**src/rtl/brick_health_writer_if.sv**
```systemverilog
// Bus bundle for brick_health_writer: level ROM port, hit handshake, draw request
// handshake and the level status outputs.
interface brick_health_writer_if #(
  parameter int IDX_W = 6,
  parameter int HP_W  = 2
);
  logic             start_level;
  logic [IDX_W-1:0] rom_addr;
  logic [HP_W-1:0]  rom_data;
  logic [9:0]       total_health;
  logic             load_done;
  logic             hit_valid;
  logic [IDX_W-1:0] hit_idx;
  logic             hit_ready;
  logic             game_write;
  logic             draw_req;
  logic [IDX_W-1:0] draw_idx;
  logic [HP_W-1:0]  draw_health;
  logic             draw_ack;

  modport master (
    input  start_level, rom_data, hit_valid, hit_idx, draw_ack,
    output rom_addr, total_health, load_done, hit_ready, game_write,
           draw_req, draw_idx, draw_health
  );

  modport slave (
    output start_level, rom_data, hit_valid, hit_idx, draw_ack,
    input  rom_addr, total_health, load_done, hit_ready, game_write,
           draw_req, draw_idx, draw_health
  );
endinterface

```
**src/rtl/brick_health_writer.sv**
```systemverilog
// Owns per-brick health: loads it from the level ROM, applies collision hits one
// at a time, pulses game_write per health unit removed and asks for a redraw.
module brick_health_writer #(
  parameter int NUM_BRICKS = 40,
  parameter int IDX_W      = 6,
  parameter int HP_W       = 2
) (
  input  logic                  clk,
  input  logic                  resetn,
  brick_health_writer_if.master bus
);
  localparam logic [2:0] S_IDLE       = 3'd0;
  localparam logic [2:0] S_LOAD_ADDR  = 3'd1;
  localparam logic [2:0] S_LOAD_WAIT  = 3'd2;
  localparam logic [2:0] S_READY      = 3'd3;
  localparam logic [2:0] S_HIT_UPDATE = 3'd4;
  localparam logic [2:0] S_DRAW_WAIT  = 3'd5;

  logic [2:0]                     state_q, state_d;
  logic [IDX_W-1:0]               idx_q, idx_d;
  logic [IDX_W-1:0]               hit_idx_q, hit_idx_d;
  logic [IDX_W-1:0]               draw_idx_q, draw_idx_d;
  logic [HP_W-1:0]                draw_health_q, draw_health_d;
  logic [9:0]                     total_q, total_d;
  logic                           load_done_q, load_done_d;
  logic                           draw_req_q, draw_req_d;
  logic [NUM_BRICKS-1:0][HP_W-1:0] health_q, health_d;

  logic [HP_W-1:0] cur_hp;
  logic [10:0]     total_sum;
  logic            last_idx, hit_in_range;

  // Health of the latched hit brick; hit_idx_q is always in range when used.
  always_comb begin
    cur_hp = '0;
    for (int i = 0; i < NUM_BRICKS; i++)
      if (hit_idx_q == IDX_W'(i)) cur_hp = health_q[i];
  end

  assign total_sum    = {1'b0, total_q} + {{(11-HP_W){1'b0}}, bus.rom_data};
  assign last_idx     = (idx_q == IDX_W'(NUM_BRICKS-1));
  assign hit_in_range = ({1'b0, bus.hit_idx} < (IDX_W+1)'(NUM_BRICKS));

  always_comb begin
    state_d       = state_q;
    idx_d         = idx_q;
    hit_idx_d     = hit_idx_q;
    draw_idx_d    = draw_idx_q;
    draw_health_d = draw_health_q;
    total_d       = total_q;
    load_done_d   = load_done_q;
    draw_req_d    = draw_req_q;
    health_d      = health_q;
    case (state_q)
      S_LOAD_ADDR: state_d = S_LOAD_WAIT;
      S_LOAD_WAIT: begin
        for (int i = 0; i < NUM_BRICKS; i++)
          if (idx_q == IDX_W'(i)) health_d[i] = bus.rom_data;
        total_d = total_sum[10] ? 10'h3ff : total_sum[9:0];
        if (last_idx) begin
          state_d     = S_READY;
          load_done_d = 1'b1;
        end else begin
          idx_d   = idx_q + IDX_W'(1);
          state_d = S_LOAD_ADDR;
        end
      end
      S_READY: begin
        // Out-of-range hits are consumed here and never reach the health array.
        if (bus.hit_valid && hit_in_range) begin
          hit_idx_d = bus.hit_idx;
          state_d   = S_HIT_UPDATE;
        end
      end
      S_HIT_UPDATE: begin
        if (cur_hp == '0) begin
          state_d = S_READY;
        end else begin
          for (int i = 0; i < NUM_BRICKS; i++)
            if (hit_idx_q == IDX_W'(i)) health_d[i] = cur_hp - HP_W'(1);
          draw_req_d    = 1'b1;
          draw_idx_d    = hit_idx_q;
          draw_health_d = cur_hp - HP_W'(1);
          state_d       = S_DRAW_WAIT;
        end
      end
      S_DRAW_WAIT: begin
        if (bus.draw_ack) begin
          draw_req_d = 1'b0;
          state_d    = S_READY;
        end
      end
      default: state_d = state_q;
    endcase
    if (bus.start_level) begin
      state_d     = S_LOAD_ADDR;
      idx_d       = '0;
      total_d     = '0;
      load_done_d = 1'b0;
      draw_req_d  = 1'b0;
    end
  end

  always_ff @(posedge clk or negedge resetn) begin
    if (!resetn) begin
      state_q       <= S_IDLE;
      idx_q         <= '0;
      hit_idx_q     <= '0;
      draw_idx_q    <= '0;
      draw_health_q <= '0;
      total_q       <= '0;
      load_done_q   <= 1'b0;
      draw_req_q    <= 1'b0;
      health_q      <= '0;
    end else begin
      state_q       <= state_d;
      idx_q         <= idx_d;
      hit_idx_q     <= hit_idx_d;
      draw_idx_q    <= draw_idx_d;
      draw_health_q <= draw_health_d;
      total_q       <= total_d;
      load_done_q   <= load_done_d;
      draw_req_q    <= draw_req_d;
      health_q      <= health_d;
    end
  end

  assign bus.rom_addr     = idx_q;
  assign bus.total_health = total_q;
  assign bus.load_done    = load_done_q;
  assign bus.hit_ready    = (state_q == S_READY);
  assign bus.game_write   = (state_q == S_HIT_UPDATE) && (cur_hp != '0);
  assign bus.draw_req     = draw_req_q;
  assign bus.draw_idx     = draw_idx_q;
  assign bus.draw_health  = draw_health_q;
endmodule

```
**src/flat_wrapper.sv**
```systemverilog
// flat-port wrapper written by rule: the top's interface ports become plain ports
module brick_health_writer_flat 
#(
  parameter int NUM_BRICKS = 40,
  parameter int IDX_W      = 6,
  parameter int HP_W       = 2
)
  (clk, resetn, bus_start_level, bus_rom_data, bus_hit_valid, bus_hit_idx, bus_draw_ack, bus_rom_addr, bus_total_health, bus_load_done, bus_hit_ready, bus_game_write, bus_draw_req, bus_draw_idx, bus_draw_health);
  brick_health_writer_if #(.IDX_W(IDX_W), .HP_W(HP_W)) bus_i ();
  input  logic clk;
  input  logic resetn;
  input wire logic [$bits(bus_i.start_level)-1:0] bus_start_level;
  input wire logic [$bits(bus_i.rom_data)-1:0] bus_rom_data;
  input wire logic [$bits(bus_i.hit_valid)-1:0] bus_hit_valid;
  input wire logic [$bits(bus_i.hit_idx)-1:0] bus_hit_idx;
  input wire logic [$bits(bus_i.draw_ack)-1:0] bus_draw_ack;
  output wire logic [$bits(bus_i.rom_addr)-1:0] bus_rom_addr;
  output wire logic [$bits(bus_i.total_health)-1:0] bus_total_health;
  output wire logic [$bits(bus_i.load_done)-1:0] bus_load_done;
  output wire logic [$bits(bus_i.hit_ready)-1:0] bus_hit_ready;
  output wire logic [$bits(bus_i.game_write)-1:0] bus_game_write;
  output wire logic [$bits(bus_i.draw_req)-1:0] bus_draw_req;
  output wire logic [$bits(bus_i.draw_idx)-1:0] bus_draw_idx;
  output wire logic [$bits(bus_i.draw_health)-1:0] bus_draw_health;
  assign bus_i.start_level = bus_start_level;
  assign bus_i.rom_data = bus_rom_data;
  assign bus_i.hit_valid = bus_hit_valid;
  assign bus_i.hit_idx = bus_hit_idx;
  assign bus_i.draw_ack = bus_draw_ack;
  assign bus_rom_addr = bus_i.rom_addr;
  assign bus_total_health = bus_i.total_health;
  assign bus_load_done = bus_i.load_done;
  assign bus_hit_ready = bus_i.hit_ready;
  assign bus_game_write = bus_i.game_write;
  assign bus_draw_req = bus_i.draw_req;
  assign bus_draw_idx = bus_i.draw_idx;
  assign bus_draw_health = bus_i.draw_health;
  brick_health_writer #(.NUM_BRICKS(NUM_BRICKS), .IDX_W(IDX_W), .HP_W(HP_W)) u_core (.clk(clk), .resetn(resetn), .bus(bus_i));
endmodule
```
**config.mk**
```make
export PLATFORM = sky130hd
export DESIGN_NAME = brick_health_writer_flat
export DESIGN_NICKNAME = d
export VERILOG_FILES = /design/src/rtl/brick_health_writer_if.sv /design/src/rtl/brick_health_writer.sv /design/src/flat_wrapper.sv
export SDC_FILE = /design/constraint.sdc
export NUM_CORES = 1
export LEC_CHECK = 0
export CAP_MARGIN = 20
export CORE_MARGIN = 5
export CORE_UTILIZATION = 47
export DETAILED_ROUTE_END_ITERATION = 8
export GPL_TIMING_DRIVEN = 1
export PLACE_DENSITY = 0.66
export SLEW_MARGIN = 20
export SYNTH_ARGS = -nofsm -noshare
export SYNTH_HDL_FRONTEND = slang
export SYNTH_SLANG_ARGS = --single-unit
export TNS_END_PERCENT = 100
```
**constraint.sdc**
```tcl
create_clock -name clk -period 5.24 [get_ports clk]
set_input_delay 1.048 -clock clk [delete_from_list [all_inputs] [get_ports clk]]
set_output_delay 1.048 -clock clk [all_outputs]
set_load 0.02 [all_outputs]
```
# Yosys cells after proc, flatten, opt, wreduce, memory -nomap -nowiden
# Cells that the tools add are included.
# W data, S select, Z words.
# word_totals
ff_bits	115
latchBits	0
ramBits	0
romBits	0
input_bits	13
output_inout_bits	28
elab_cells	419
mem_count	0
# op_classes
add_sub_neg	3
mul	0
div_mod_pow	0
magnitude_cmp	1
eq_ne	168
shift	0
mux	141
bitwise	1
reduce_logical	57
# ops
op	count
$mux W2	121
$eq A6 B5 Y1 const B	32
$ne A2 B1 Y1 const B	80
$pmux W80 S2	1
$reduce_and A4 Y1	40
$eq A6 B4 Y1 const B	16
$eq A6 B6 Y1 const B	16
$mux W80	1
$eq A6 B3 Y1 const B	8
$mux W10	3
$eq A6 B2 Y1 const B	4
$mux W6	3
$pmux W3 S5	1
$eq A6 B1 Y1 const B	2
$logic_not A6 Y1	2
$mux W3	4
$add A10 B2 Y11	1
$reduce_and A2 Y1	4
$reduce_bool A2 Y1	4
$add A6 B1 Y6 const B	1
$eq A3 B2 Y1 const B	2
$eq A3 B3 Y1 const B	2
$lt A6 B6 Y1 const B	1
$mux W1	6
other kinds (12)	16

# Logic depth before layout (Yosys ltp)
# Gate-level depths: netlist of run 1.
# depth
depth_word	45
mapped_depth	18

# Least setup slack after synthesis of run 1
# OpenSTA, ideal clock, no wires.
# synth_timing
path_kind	reg-to-output
start	register u_core.hit_idx_q[1]
end	output port bus_game_write
arrival_time_ns	2.952
setup_slack_ns	1.240
stages_incl_launch_ff	13
cell_sequence	dfrtp_1 -> clkbuf_1 -> clkbuf_1 -> buf_1 -> buf_1 -> mux4_2 -> o21ai_0 -> nor3_1 -> a211oi_1 -> ha_1 -> nand2b_1 -> inv_1 -> clkbuf_1
# synth_between
elab_chain_len	43
word_cells_on_any_way	82
classes_between	eq/ne (39); mux (40); reduce/logical (3)
# synth_lines
element	line	rtl
start: declaration	brick_health_writer.sv:21	logic [IDX_W-1:0] hit_idx_q, hit_idx_d;
start signal: assignment	brick_health_writer.sv:118	hit_idx_q <= hit_idx_d;
$logic_not A6 Y1	brick_health_writer.sv:37	if (hit_idx_q == IDX_W'(i)) cur_hp = health_q[i];
$mux W2 (39 in series)	brick_health_writer.sv:37	
$mux W2 (*)	brick_health_writer.sv:37	
$reduce_bool A2 Y1 (*)	brick_health_writer.sv:132	assign bus.game_write = (state_q == S_HIT_UPDATE) && (cur_hp != '0);
$logic_and A1 B1 Y1 (*)	brick_health_writer.sv:132	
end: declaration	flat_wrapper.sv:21	output wire logic [$bits(bus_i.game_write)-1:0] bus_game_write;
# Mark *: on every way between the ends. The rest lies on a longest branch, timed or not.

# Worst setup path in the final report of run 1
# Same ends and word-level chain as after synthesis.

==> key figures, run 1 <==
Clock tree
  • CTS tree: built
  • Worst-path clk slew: 0.06 ns
  • CTS Buffer Depth: 2
  • Clock Sinks: 115
  • Num CTS Buffers: 17
  • Htree depth: 4
  • Worst skew pair latency: 0.42 ns
  • Root buffer cell: clkbuf_16
  • # Post-CTS Setup Buffers: 0

Setup path
  • Buf/Inv on CP: 2
  • Worst reg2reg startpoint: u_core.hit_idx_q[1]$_DFFE_PN0P_
  • Worst reg-to-reg path cell count: 13
  • Max Fanout on Critical Path: 27
  • Startpoint Class: flip-flop
  • Reg-to-reg endpoint: u_core.health_q[10]$_DFFE_PN0P_
  • Crit path kind: flip-flop to output pin
  • CP Data Arrival Time: 3.99 ns
  • Crit. End Element: output pin
  • Crit-path cells: mux4_2 -> and2_0 -> a31o_1 -> a311o_1 -> o31ai_1 -> ha_1 -> nand2b_1 -> inv_1 -> clkdlybuf4s50_1
  • Critical path's slowest cell: dfrtp_1
  • Top Family by Delay on Critical Path: flip-flops
  • Crit path required time: 4.19 ns
  • Reg2Reg Setup Slack: 0.73 ns
  • Crit path largest cell delay: 0.98 ns

Synthesis
  • Yosys reg bits: 115
  • Cells after Synth: 615
  • Post-synthesis compound-gate area fraction: 13.0%
  • Synthesized cell area: 0.00640 mm2
  • Combinational family with the most area after synthesis: multiplexers
  • Syn_nets: 636
  • Netlist cell types: 62
  • Number of flops mapped to enable cells by yosys: 0
  • Post-synthesis sequential area ratio: 44.9%
  • Ys Warns: 0
  • Post-synthesis area per instance: 10.4 um2
  • Mux contribution to synthesized area: 21.2%
  • Xor/xnor share of the synthesized area: 0.547%
  • Synth Area in Adders: 1.68%
  • Top FF cell, synth: dfrtp_1
  • Post-Synth Simple-Gate Area: 14.7%
  • Synth async-reset ratio: 100%

Route
  • Overall via count from detail_route: 5142
  • Initial DRC count: 403
  • Detail Route Antenna Nets: 0
  • Post-Route WL: 19000 um
  • Vias per Instance: 6.18
  • WL per Instance: 22.9 um
  • Residual DRC: 0
  • DRT Pass-1 Iters: 5

Min path
  • Hold Crit Endpoint: u_core.bus.draw_idx[4]$_DFFE_PN0P_
  • Hold path depth: 2
  • Hold_sp: u_core.bus.draw_idx[4]$_DFFE_PN0P_
  • Hold Crit Class: flip-flop to flip-flop

Power
  • Power per Cell Area: 492 mW/mm2
  • Pleak: 3.03 nW
  • Peak VDD IR: 0.416 mV

Floorplan
  • Core area: 0.0133 mm2
  • Initial core utilization: 48.2%
  • Die ar.: 0.0161 mm2
  • Row Count: 42
  • Die height: 127 um
  • Chip width: 127 um
  • IO Count: 41

STA
  • RSZ-0062 raised after global routing: no
  • Achievable clock frequency: 198 MHz
  • Final hold vios: 0
  • Clock skew: 0.00973 ns
  • Slew @ Worst Pin: 1.16 ns
  • Max-slew violations: 0
  • Final Critical Period: 5.04 ns
  • Final Setup Violations: 0
  • Final TNS setup: 0 ns
  • Tcrit/Tclk final: 96.2%
  • WHS: 0.471 ns
  • Relative slew slack: 22.7%

Status
  • Status: complete, no violations

Layout
  • Ratio of cells with drive above 1 in the final layout: 23.9%
  • Layout Nets: 664
  • Layout Cells excl Fill: 832
  • Number of antenna diodes: 0
  • Most common cell after layout, fill and taps aside: dfrtp_1
  • Syn-to-layout area delta: 18.2%
  • Commonest non-fill, non-tap cells in the layout: dfrtp_1 (114), mux2_2 (82), nor2_1 (53), nand2_1 (50), clkdlybuf4s50_1 (39)

Global route
  • Antenna violations before repair: 0
  • First-pass GRT wire length: 29900 um
  • Vias in the first global route: 5172
  • Pin count of the biggest net entering global routing: 47
  • Total gr overflow: 0
  • Gr usage total: 24.3%

Placed design
  • Routability cong.: 0.981
  • Placed cells: 800
  • DP HPWL: 13100 um
  • I/O Buffers: 40

Job
  • Number of max-cap violations: 0
==> synth_stat cells, types with 4 or more instances <==
cell type / n / share of area [%]
nand2_1: 50 / 2.9
a31oi_1: 17 / 1.7
nor2_1: 54 / 3.2
mux2i_1: 12 / 1.9
o22ai_1: 15 / 1.5
dfrtp_1: 115 / 45
buf_2: 7 / 0.55
nor4b_1: 5 / 0.68
o21ai_0: 27 / 2.1
ha_1: 7 / 1.4
and3_1: 7 / 0.68
mux2_4: 9 / 2.1
nand3_1: 15 / 1.2
nor3b_1: 5 / 0.59
a22oi_1: 4 / 0.47
nor2b_1: 13 / 1.3
mux4_2: 8 / 2.8
a211oi_1: 5 / 0.59
clkbuf_1: 31 / 1.8
nor3_1: 10 / 0.78
a21oi_1: 38 / 3.0
mux2_2: 82 / 14
and2_1: 4 / 0.39
nand2b_1: 8 / 0.78
inv_1: 12 / 0.70
==> kinds of logic (layout without fill, tap and decap cells) <==
| kind of cell | count (synthesis) | after routing |
|---|---|---|
| DFF | 115 | 115 |
| buffers and inverters | 58 | 99 |
| adders and majority gates | 8 | 8 |
| xor gates and xnor gates | 4 | 4 |
| and+or+nand+nor | 188 | 188 |
| muxes | 111 | 111 |
| AOI/OAI and AO/OA | 131 | 131 |
==> state kept, by name, summed over array words and instances (netlist names) <==
register / cells
u_core.bus.draw_health: 2
u_core.bus.draw_idx: 6
u_core.bus.draw_req: 1
u_core.bus.load_done: 1
u_core.bus.rom_addr: 6
u_core.bus.total_health: 10
u_core.health_q: 80
u_core.hit_idx_q: 6
u_core.state_q: 3
==> report_power, final <==
group / internal [mW] / switching [mW] / total (mW) / leakage, nW
Sequential: 1.05 / 0.245 / 1.30 / 1.42
Combinational: 0.534 / 0.637 / 1.17 / 1.29
Clock: 0.813 / 0.442 / 1.25 / 0.311
Total: 2.40 / 1.32 / 3.72 / 3.03
==> stage by stage <==
stage	setup slack [ns]	total power, mW	utilization (%)	area [um2]
6_report	0.197	3.72	56.9	7570
5_1_grt	0.0490	3.88	56.9	7570
4_1_cts	0.0807	3.71	56.9	7560
3_5_place_dp	0.556	2.45	52.1	6930
3_3_place_gp	0.603	2.45	52.1	6930
2_1_floorplan	1.24	2.02	-	6400
==> layer usage <==
layer	wire length, um	global-route usage [%]	up-vias
met1	8470	33.5	2600
met4	531	9.59	0
met5	0	0	-
met3	1160	5.72	38
li1	-	-	2299
met2	8880	37.2	205
==> worst min-delay path, delay by kind of cell, from the launching register on <==
kind / cells / cell delay [ns]
DFF: 1 / 0.34
and+or+nand+nor: 2 / 0.10
==> worst max-delay path by stage <==
stage | start | endpoint | cells after the start
6_report | u_core.hit_idx_q[1]$_DFFE_PN0P_ | bus_game_write | 9
3_3_place_gp | u_core.hit_idx_q[0]$_DFFE_PN0P_ | bus_game_write | 11
4_1_cts | u_core.hit_idx_q[0]$_DFFE_PN0P_ | bus_game_write | 11
5_1_grt | u_core.hit_idx_q[1]$_DFFE_PN0P_ | bus_game_write | 9
3_5_place_dp | u_core.hit_idx_q[0]$_DFFE_PN0P_ | bus_game_write | 11
2_1_floorplan | u_core.hit_idx_q[1]$_DFFE_PN0P_ | bus_game_write | 12
==> what timing repair did <==
action | CTS | global route
resized for setup | 0 | 2
hold buffers | 0 | 0
endpoints found under the setup margin | 0 | 1
==> area by class of cell <==
class,count,area [um2]
clock buffers,18,439
repair buffers,55,510
well taps,176,220
clock inverters,14,199
inverters,12,45.0
multi-input cells,442,3280
flip-flops and latches,115,2880
fillers,1163,5730
No activity file was read; power rests on OpenSTA's default activity.
==> run 2: changes to the inputs <==
--- a/config.mk
+++ b/config.mk
@@ -7,3 +7,2 @@
 export LEC_CHECK = 0
-export CAP_MARGIN = 20
 export CORE_MARGIN = 5
@@ -13,2 +12,3 @@
 export PLACE_DENSITY = 0.66
+export SKIP_CTS_REPAIR_TIMING = 1
 export SLEW_MARGIN = 20
==> constraint.sdc (replaced) <==
create_clock -name clk -period 5.24 [get_ports clk]
set_input_delay 0.524 -clock clk [delete_from_list [all_inputs] [get_ports clk]]
set_output_delay 0.524 -clock clk [all_outputs]
set_load 0.02 [all_outputs]
==> run 2 against run 1 <==
Effect of this change:
- via count up 0.74%
- critical path depth did not move
- largest cell class unchanged
- sequential power hardly changed
- non-clock buffer count up 2
- flip-flop and latch count unchanged
- power shrank 2.5%
- die area unchanged
==> key figures, run 2 (synthesized netlist as in run 1, its figures left out) <==
Status
  • Status: complete, no violations

Power
  • Power per Cell Area: 481 mW/mm2
  • Peak VDD IR: 0.328 mV
  • Total power: 3.63 mW
  • Pleak: 3.02 nW

Route
  • Post-Route WL: 18300 um
  • DRT Pass-1 Iters: 5
  • Detail Route Antenna Nets: 0
  • Overall via count from detail_route: 5180
  • Residual DRC: 0
  • Initial DRC count: 404
  • WL per Instance: 21.9 um
  • Vias per Instance: 6.21

Floorplan
  • Die ar.: 0.0161 mm2
  • Row Count: 42
  • Chip width: 127 um
  • Initial core utilization: 48.2%
  • Core area: 0.0133 mm2
  • Die height: 127 um
  • IO Count: 41

STA
  • RSZ-0062 raised after global routing: no
  • Relative slew slack: 28.2%
  • Final Critical Period: 5.04 ns
  • Max-slew violations: 0
  • Clock skew: 0.00798 ns
  • Final hold vios: 0
  • Achievable clock frequency: 199 MHz
  • Final setup margin: 0.203 ns
  • Slew @ Worst Pin: 1.07 ns
  • Final Setup Violations: 0
  • Final TNS setup: 0 ns
  • Tcrit/Tclk final: 96.1%

Setup path
  • Max Fanout on Critical Path: 19
  • Startpoint Class: flip-flop
  • Reg2Reg Setup Slack: 0.54 ns
  • Top Family by Delay on Critical Path: buffers and inverters
  • Worst reg2reg startpoint: u_core.hit_idx_q[0]$_DFFE_PN0P_
  • Critical path's slowest cell: dfrtp_1
  • Reg-to-reg endpoint: u_core.health_q[10]$_DFFE_PN0P_
  • Crit. End Element: output pin
  • Crit path required time: 4.72 ns
  • Worst reg-to-reg path cell count: 12
  • CP Data Arrival Time: 4.51 ns
  • Crit path largest cell delay: 0.92 ns
  • Crit path kind: flip-flop to output pin
  • Buf/Inv on CP: 3
  • Crit-path cells: buf_4 -> mux4_2 -> a31o_1 -> a311o_1 -> o31ai_1 -> ha_1 -> nand2b_1 -> inv_1 -> clkdlybuf4s50_1

Layout
  • Layout fillers: 1179
  • Layout Nets: 666
  • Syn-to-layout area delta: 17.7%
  • Number of antenna diodes: 0
  • Max FFs per register: 80
  • Commonest non-fill, non-tap cells in the layout: dfrtp_1 (115), mux2_2 (82), nor2_1 (54), nand2_1 (50), clkdlybuf4s50_1 (39)
  • Ratio of cells with drive above 1 in the final layout: 23.9%
  • Most flops, register: u_core.health_q
  • Final Util: 56.7%
  • Most common cell after layout, fill and taps aside: dfrtp_1

Min path
  • Hold Crit Class: input port to async pin

Clock tree
  • Htree depth: 4
  • Worst skew pair latency: 0.42 ns
  • CTS Buffer Depth: 2
  • Root buffer cell: clkbuf_16
  • Worst-path clk slew: 0.06 ns
  • Num CTS Buffers: 17
  • Clock Sinks: 115
  • CTS tree: built

Global route
  • Total gr overflow: 0
  • Vias in the first global route: 5300
  • Antenna violations before repair: 0
  • Pin count of the biggest net entering global routing: 61
  • Gr usage total: 23.7%
  • First-pass GRT wire length: 29600 um

Placed design
  • DP Worst Slack: 0.615 ns
  • Routability cong.: 0.979
  • DP HPWL: 12500 um
  • I/O Buffers: 40

Job
  • Number of max-cap violations: 0
[run 2: cell count changes in the layout (fill, tap and decap cells not counted)]
cell        delta
dfrtp_1        +1
clkinv_2       +2
buf_4          +2
nor2_2         -1
inv_6          -1
clkbuf_8       +2
nor2_1         +1
dfrtp_2        -1
clkinv_4       -3
clkinvlp_4     +2
bufinv_16      -2
[run 2: worst register-to-register path: cells and delay by family (launching register included)]
family / cells / cell delay, ns
muxes: 2 / 0.89
DFF: 1 / 0.92
buffers and inverters: 2 / 0.53
and+or+nand+nor: 3 / 0.65
AOI/OAI and AO/OA: 4 / 1.27
adders and majority gates: 1 / 0.30
[run 2: worst max-delay path by stage]
stage	start	end	depth (start not counted)
3_3_place_gp	u_core.hit_idx_q[0]$_DFFE_PN0P_	u_core.health_q[67]$_DFFE_PN0P_	12
6_report	u_core.hit_idx_q[0]$_DFFE_PN0P_	bus_game_write	9
5_1_grt	u_core.hit_idx_q[0]$_DFFE_PN0P_	bus_game_write	9
2_1_floorplan	u_core.hit_idx_q[1]$_DFFE_PN0P_	u_core.health_q[10]$_DFFE_PN0P_	16
4_1_cts	u_core.hit_idx_q[0]$_DFFE_PN0P_	bus_game_write	9
3_5_place_dp	u_core.hit_idx_q[0]$_DFFE_PN0P_	u_core.health_q[26]$_DFFE_PN0P_	12
[run 2: routing by layer]
| layer | global-route usage [%] | up-vias | wire length, um | share of wire, % |
|---|---|---|---|---|
| met4 | 10.4 | 0 | 576 | 3.2 |
| met1 | 32.5 | 2591 | 8040 | 44 |
| met3 | 6.60 | 44 | 1350 | 7.4 |
| met2 | 35.3 | 252 | 8300 | 45 |
| met5 | 0 | - | 0 | 0 |
| li1 | - | 2293 | - | - |
[run 2: power by group]
group | leakage (nW) | switching [mW] | internal (mW) | total (mW)
Clock | 0.289 | 0.428 | 0.736 | 1.16
Sequential | 1.42 | 0.229 | 1.05 | 1.28
Combinational | 1.30 | 0.639 | 0.546 | 1.19
Total | 3.02 | 1.30 | 2.33 | 3.63
[run 2: cell type report]
type	count	area [um2]	area share [%]
sequential	115	2880	38.2
clock buffer	20	467	6.19
tap	176	220	2.92
clock inverter	12	129	1.71
inverter	12	45.0	0.598
timing repair buffer	57	526	6.97
multi-input combinational	442	3270	43.4
[run 2: per-stage QoR]
step / std cells / instance area (um2) / hold slack (ns)
floorplan: 615 / 6400 / 0.228
global placement: 802 / 6940 / 0.466
detailed placement: 802 / 6940 / 0.467
CTS: 834 / 7540 / 0.199
global route: 834 / 7540 / 0.249
finish: 834 / 7540 / 0.186
==> run 3: changes to the inputs <==
CORE_UTILIZATION = 40   (was 47)
PLACE_DENSITY = 0.58   (was 0.66)
==> run 3 against run 2 <==
Effect of this change:
- die area is 16% higher
- maximum frequency rose by 2.2%
- largest cell class unchanged
- via count decreased by 2.0%
- largest power group unchanged
==> key figures, run 3 (synthesized netlist as in run 1, its figures left out) <==
Status
  • Status: complete, no violations

STA
  • Clock skew: 0.0194 ns
  • Final Setup Violations: 0
  • Final TNS setup: 0 ns
  • Final setup margin: 0.312 ns
  • Max-slew violations: 0
  • Achievable clock frequency: 203 MHz
  • Relative slew slack: 33.7%
  • Tcrit/Tclk final: 94.0%
  • Slew @ Worst Pin: 0.993 ns
  • Final Critical Period: 4.93 ns
  • Final hold vios: 0
  • RSZ-0062 raised after global routing: no

Setup path
  • Reg2Reg Setup Slack: 0.65 ns
  • Top Family by Delay on Critical Path: simple AND/OR/NAND/NOR gates
  • Worst reg2reg startpoint: u_core.hit_idx_q[4]$_DFFE_PN0P_
  • Crit path kind: flip-flop to output pin
  • Worst reg-to-reg path cell count: 13
  • Crit-path cells: nor4bb_1 -> a22oi_1 -> o21ai_0 -> or4_1 -> o2111ai_1 -> a211oi_1 -> ha_1 -> nand2b_1 -> inv_1 -> clkdlybuf4s50_1
  • Critical path's slowest cell: dfrtp_1
  • Crit path required time: 4.72 ns
  • Crit path largest cell delay: 0.75 ns
  • Buf/Inv on CP: 2
  • Reg-to-reg endpoint: u_core.health_q[21]$_DFFE_PN0P_
  • Max Fanout on Critical Path: 17
  • CP Data Arrival Time: 4.40 ns
  • Crit. End Element: output pin
  • Startpoint Class: flip-flop

Placed design
  • Placed cells: 839
  • DP Worst Slack: 0.801 ns
  • DP HPWL: 12600 um
  • Post-placement cell area: 0.00698 mm2
  • Routability cong.: 0.869
  • I/O Buffers: 40

Layout
  • Max FFs per register: 80
  • Commonest non-fill, non-tap cells in the layout: dfrtp_1 (114), mux2_2 (82), nor2_1 (54), nand2_1 (50), clkdlybuf4s50_1 (39)
  • Layout Nets: 663
  • Syn-to-layout area delta: 18.2%
  • Most common cell after layout, fill and taps aside: dfrtp_1
  • Most flops, register: u_core.health_q
  • Finished Cell Area: 0.00757 mm2
  • Number of antenna diodes: 0
  • Layout Cells excl Fill: 871
  • Ratio of cells with drive above 1 in the final layout: 23.2%

Route
  • Initial DRC count: 416
  • Detail Route Antenna Nets: 0
  • Residual DRC: 0
  • WL per Instance: 21.0 um
  • DRT Pass-1 Iters: 7
  • Overall via count from detail_route: 5075
  • Vias per Instance: 5.83
  • Post-Route WL: 18300 um

Job
  • Number of max-cap violations: 0

Clock tree
  • Htree depth: 4
  • CTS Buffer Depth: 2
  • CTS tree: built
  • Clock Sinks: 115
  • Worst-path clk slew: 0.05 ns
  • Num CTS Buffers: 17
  • Root buffer cell: clkbuf_16
  • Worst skew pair latency: 0.43 ns

Global route
  • Pin count of the biggest net entering global routing: 70
  • Gr usage total: 20.7%
  • Antenna violations before repair: 0
  • Vias in the first global route: 5204
  • First-pass GRT wire length: 29500 um
  • Total gr overflow: 0

Floorplan
  • IO Count: 41
  • Initial core utilization: 40.6%
  • Die ar.: 0.0186 mm2
  • Row Count: 46
  • Die height: 137 um
  • Core area: 0.0158 mm2
  • Chip width: 137 um

Power
  • Peak VDD IR: 0.248 mV
  • Pleak: 3.01 nW
  • Power per Cell Area: 477 mW/mm2

Min path
  • Hold Crit Class: input port to async pin
[run 3: changes by cell type in the layout (fill, tap and decap cells not counted), sizes merged]
| cell | change |
|---|---|
| clkinv | +2 |
| inv | -2 |
| buf | -3 |
| clkbuf | +1 |
| clkinvlp | -2 |
| bufinv | +1 |
[run 3: cell type report]
class / count / area (um2)
Clock buffer: 21 / 450
Clock inverter: 11 / 136
Fill cell: 1484 / 8200
Inverter: 12 / 45.0
Multi-Input combinational cell: 442 / 3270
Sequential cell: 115 / 2880
Tap cell: 216 / 270
Timing Repair Buffer: 54 / 515
[run 3: worst max-delay path by stage]
stage / startpoint / endpoint / slack [ns] / depth (start not counted)
global placement: u_core.hit_idx_q[0]$_DFFE_PN0P_ / bus_game_write / 0.82 / 11
CTS: u_core.hit_idx_q[0]$_DFFE_PN0P_ / bus_game_write / 0.33 / 11
detailed placement: u_core.hit_idx_q[0]$_DFFE_PN0P_ / u_core.health_q[43]$_DFFE_PN0P_ / 0.80 / 13
floorplan: u_core.hit_idx_q[1]$_DFFE_PN0P_ / u_core.health_q[10]$_DFFE_PN0P_ / 1.43 / 16
global route: u_core.hit_idx_q[4]$_DFFE_PN0P_ / bus_game_write / 0.07 / 10
finish: u_core.hit_idx_q[4]$_DFFE_PN0P_ / bus_game_write / 0.31 / 10
[run 3: per-stage QoR]
step / hold WS (ns) / util (%) / power [mW]
after floorplan: 0.228 / - / 2.02
after global placement: 0.465 / 44.3 / 2.42
after global routing: 0.316 / 48.0 / 3.79
after detailed placement: 0.471 / 44.3 / 2.44
after CTS: 0.260 / 48.0 / 3.61
final: 0.230 / 48.0 / 3.61
[run 3: metal layers]
| layer | track usage, % | wire, um | up-vias | part of all wire [%] |
|---|---|---|---|---|
| met3 | 4.67 | 1230 | 41 | 6.7 |
| met1 | 28.7 | 8190 | 2539 | 45 |
| met4 | 7.50 | 419 | 0 | 2.3 |
| met2 | 32.0 | 8480 | 199 | 46 |
| met5 | 0 | 0 | - | 0 |
| li1 | - | - | 2296 | - |
[run 3: power by group]
part	internal, mW	switching, mW
sequential	1.05	0.246
clock	0.753	0.403
combinational	0.539	0.615
